## config.mk

```make
export PLATFORM = sky130hd
export DESIGN_NAME = z_tile_sequencer
export DESIGN_NICKNAME = d
export VERILOG_FILES = /design/src/rtl/z_tile_sequencer.sv
export SDC_FILE = /design/constraint.sdc
export NUM_CORES = 1
export LEC_CHECK = 0
export ABC_AREA = 1
export ABC_CLOCK_PERIOD_IN_PS = 3600
export BUFFER_PORTS_ARGS = -buffer_cell sky130_fd_sc_hd__buf_2
export CELL_PAD_IN_SITES_DETAIL_PLACEMENT = 0
export CELL_PAD_IN_SITES_GLOBAL_PLACEMENT = 1
export CORE_MARGIN = 8
export CORE_UTILIZATION = 42
export CTS_BUF_LIST = sky130_fd_sc_hd__clkbuf_4
export DETAILED_ROUTE_END_ITERATION = 6
export PLACE_DENSITY_LB_ADDON = 0.1
export SKIP_CTS_REPAIR_TIMING = 1
export SYNTH_ARGS = -nofsm -noshare
export SYNTH_HDL_FRONTEND = slang
export SYNTH_SLANG_ARGS = --single-unit
```

## constraint.sdc

```tcl
create_clock -name clock -period 3.6 [get_ports clock]
set_input_delay 0.72 -clock clock [delete_from_list [all_inputs] [get_ports clock]]
set_output_delay 0.72 -clock clock [all_outputs]
set_load 0.1 [all_outputs]
```

## src/rtl/z_tile_sequencer.sv

```systemverilog
// z_tile_sequencer: per-tile depth-buffer clear, triangle handshake and raster scan
// The scan position is one ADDR_W counter whose low bits are the column and high bits the row.
module z_tile_sequencer #(
    parameter int TILE_W_LOG2 = 5,
    parameter int TILE_H_LOG2 = 5,
    parameter int ADDR_W      = 10
) (
    input  logic                   clock,
    input  logic                   reset_n,
    input  logic                   tile_start,
    input  logic                   tile_clear_en,
    output logic                   tile_busy,
    output logic                   tile_done,
    output logic                   clear_z,
    input  logic                   clear_done,
    input  logic                   tri_valid,
    input  logic                   tri_last,
    output logic                   tri_ready,
    input  logic                   scan_stall,
    output logic                   pix_valid,
    output logic [TILE_W_LOG2-1:0] pix_x,
    output logic [TILE_H_LOG2-1:0] pix_y,
    output logic [ADDR_W-1:0]      z_buff_addr,
    output logic [15:0]            tri_count
);
    typedef enum logic [2:0] {IDLE, CLEAR_REQ, CLEAR_WAIT, WAIT_TRI, SCAN, DONE} state_t;
    state_t state, state_nx;
    logic [ADDR_W-1:0] pos;
    logic last_q;
    assign pix_x       = pos[TILE_W_LOG2-1:0];
    assign pix_y       = pos[ADDR_W-1:TILE_W_LOG2];
    assign z_buff_addr = pos;
    always_ff @(posedge clock or negedge reset_n) begin
        if (!reset_n) state <= IDLE;
        else          state <= state_nx;
    end
    always_comb begin
        state_nx = state;
        case (state)
            IDLE:       state_nx = tile_start ? (tile_clear_en ? CLEAR_REQ : WAIT_TRI) : IDLE;
            CLEAR_REQ:  state_nx = CLEAR_WAIT;
            CLEAR_WAIT: state_nx = clear_done ? WAIT_TRI : CLEAR_WAIT;
            WAIT_TRI:   state_nx = tri_valid ? SCAN : WAIT_TRI;
            SCAN:       state_nx = (!scan_stall && &pos) ? (last_q ? DONE : WAIT_TRI) : SCAN;
            DONE:       state_nx = IDLE;
            default:    state_nx = IDLE;
        endcase
    end
    always_comb begin
        tile_busy = state != IDLE;
        tile_done = state == DONE;
        clear_z   = state == CLEAR_REQ;
        tri_ready = state == WAIT_TRI;
        pix_valid = state == SCAN;
    end
    // The position wraps to zero on the final pixel, so it is already cleared for the next scan.
    always_ff @(posedge clock or negedge reset_n) begin
        if (!reset_n) begin
            pos       <= '0;
            tri_count <= '0;
            last_q    <= 1'b0;
        end else begin
            if (state == IDLE && tile_start) begin
                pos       <= '0;
                tri_count <= '0;
            end
            if (state == WAIT_TRI && tri_valid) begin
                pos       <= '0;
                last_q    <= tri_last;
                tri_count <= tri_count + {15'd0, ~&tri_count};
            end
            if (state == SCAN && !scan_stall) pos <= pos + ADDR_W'(1);
        end
    end
endmodule

```

==> key figures <==
Die
  • Initial core utilization: 43.61%
  • Width of the die: 83.47 µm
  • Num rows: 24
  • Num ports: 49
  • Die H: 83.47 µm
  • Die area: 6967 µm²
  • Core Footprint: 4384 µm²

Layout
  • Ant. Diodes: 0
  • Area grow syn2layout: 12.89%
  • Share of cells above drive strength 1: 23.47%
  • Area of the multi-input gates: 923.4 µm²
  • Net count, final: 322
  • # fillers: 478
  • Sequential Area: 750.7 µm²

Setup path
  • Critical path's top delay family: buffers and inverters
  • Worst R2R Path Depth: 10
  • Slowest cell on the critical path: dfrtp_1
  • Crit. path cell count: 4
  • Crit-path max FO: 6
  • Crit path cell chain: nor2_2, nand2_2, inv_1, buf_2
  • CP Data Arrival Time: 1.65 ns
  • Required @ worst endpoint: 2.88 ns
  • CP bufs+invs: 2
  • Critical path's largest stage delay: 0.47 ns
  • Critical path class: register to primary output
  • Startpoint Class: register
  • Worst setup EP type: primary output

Yosys
  • Largest family of logic cells by synthesized area: simple AND/OR/NAND/NOR gates
  • Simple-Gate Fraction of Synth Area: 37.76%
  • Syn. warnings: 0
  • Syn nets: 280
  • Cell variety after synth: 30
  • #FFs+latches synth: 30
  • Xor/xnor share of the synthesized area: 0.4581%
  • Register area share after synthesis: 39.27%
  • Syn Std Cell Area: 1912 µm²
  • Synthesized instance count: 269
  • Synth Area in Adders: 1.963%
  • Compound-Gate Fraction of Synth Area: 8.115%
  • Mux contribution to synthesized area: 0%
  • Syn avg cell area: 7.107 µm²

Global routing
  • Global route overflow: 0
  • Number of global-route vias before repair: 1674
  • Pin count of the biggest net entering global routing: 31
  • Initial antenna violation count: 0
  • Global Route Usage Sum: 13.91%
  • First-pass GRT wire length: 8.128 mm

STA
  • Max Clock Skew: 0.01692 ns
  • Minimum clock period: 2.375 ns
  • F_max: 421.1 MHz
  • Max_slew headroom: 54.49%
  • Setup TNS: 0 ns
  • Fin. max-slew vios: 0
  • RSZ-0062 raised after global routing: false
  • Final hold vios: 0
  • Endpoints failing setup: 0
  • Final period utilization: 65.96%
  • Tightest Pin Transition: 0.6827 ns

CTS
  • Clk buf depth: 2
  • H-tree level count: 2
  • TritonCTS sink count: 30
  • Skew-Pair Late Insertion Delay: 0.34 ns
  • Worst-path clk slew: 0.11 ns
  • Root cell of the clock tree: clkbuf_4
  • CTS tree: built
  • Total CTS buffers: 5

Worst hold path
  • Worst Hold Class: input pin to asynchronous set/reset pin

Drt
  • Initial DRC count: 96
  • Drt total wl: 4.641 mm
  • DR WL/cell: 12.79 µm
  • Vias: 1742
  • Pre-Repair DR Iteration Count: 4
  • DRC violations left: 0
  • Vias per inst: 4.799
  • Post-route ant nets: 0

Power
  • Pwr/cell area: 511.2 nW/µm²
  • Overall Power: 0.001103 W
  • Worst vdd ir: 0.2672 mV
  • Leak: 1.169 nW

Place
  • Port buffer count: 48
  • Global placement routability congestion: 0.7930
  • Post-DP HPWL: 3.454 mm

Run status
  • Status: finished clean

Flow run
  • Max Cap Viol: 0
[placed cells by master (no fill, tap or decap), types with 3 or more instances in the layout]
cell      count
clkbuf_4      5
nor2_1       28
ha_1          3
dfrtp_1      30
inv_1        29
buf_2        48
a21oi_1       6
nor3_1        7
inv_2         3
nand2_1      89
nand4_1       6
o21ai_1       6
clkinv_2      3
nand3_1      24
o21ai_0       5
[stage by stage]
step / setup WS, ns / utilization, % / cell area, µm² / hold WS, ns / cells
floorplan: 0.3130 / - / 1912 / 0.4244 / 269
global placement: 1.626 / 48.14 / 2111 / 0.4827 / 356
finish: 1.225 / 49.23 / 2158 / 0.4101 / 363
CTS: 1.195 / 49.23 / 2158 / 0.4278 / 363
global route: 1.099 / 49.23 / 2158 / 0.4600 / 363
detailed placement: 1.578 / 48.14 / 2111 / 0.4958 / 356
[cell type report]
class | count | area share (%)
multi-input combinational | 192 | 42.78
sequential | 30 | 34.78
timing repair buffer | 48 | 11.13
inverter | 34 | 6.087
tap | 52 | 3.014
clock buffer | 5 | 1.739
clock inverter | 2 | 0.4638
[cell usage after synthesis (all sizes together)]
cell type,count,area [µm²]
inv,33,126.4
a21boi,2,15.01
nand4,7,58.81
dfrtp,30,750.7
xor2,1,8.760
nand3b,1,7.510
nand2,91,346.6
o21ai,13,72.57
ha,3,37.54
nor2,31,133.9
nand3,26,140.1
a21oi,8,47.55
o31ai,2,20.02
buf,13,106.3
clkinv,1,5.000
nor3,7,35.03
[worst paths after layout]
kind                                    from        endpoint  slack, ns
min in group clock                    last_q        state[1]       0.50
worst max-delay path                state[1]       pix_valid       1.23
worst max register to register  tri_count[7]    tri_count[8]       1.64
worst min-delay path                 reset_n    tri_count[6]       0.41
max in group asynchronous            reset_n  z_buff_addr[7]       2.74
worst min register to register        last_q        state[1]       0.50
[cells by family (layout without fill, tap and decap cells)]
group / count (synthesis) / in the layout
DFF: 30 / 30
AOI/OAI and AO/OA: 25 / 25
buffers and inverters: 47 / 89
and+or+nand+nor: 163 / 163
adders and majority gates: 3 / 3
xor gates and xnor gates: 1 / 1
[metal layers]
metal	vias to the layer above	routed length, µm	GRT usage, %	part of all wire (%)
met5	-	0	0	0
met1	761	2321	18.11	50
li1	929	-	-	-
met3	7	315	5.078	6.8
met4	0	68	5.181	1.5
met2	45	1935	20.44	42
[flip-flops by register name, indices dropped and copies added, names as in the netlist]
| name | flops |
|---|---|
| last_q | 1 |
| tri_count | 16 |
| state | 3 |
| z_buff_addr | 10 |
[worst register-to-register path, stage by stage, from the launching register on]
cell,delay [ns]
dfrtp_1,0.43
nand2_1,0.15
nor2_1,0.28
nand4_1,0.19
ha_1,0.21
nand2_1,0.11
inv_1,0.05
nand2_1,0.11
nor2_1,0.10
nand3_1,0.11
a21boi_1,0.16
[power by group]
part | internal, W | switching [W] | total [W] | leakage [nW]
Combinational | 0.0000872 | 0.000413 | 0.000500 | 0.726
Clock | 0.0000701 | 0.000123 | 0.000193 | 0.0308
Sequential | 0.000367 | 0.0000435 | 0.000411 | 0.412
No activity file was read; power rests on OpenSTA's default activity.
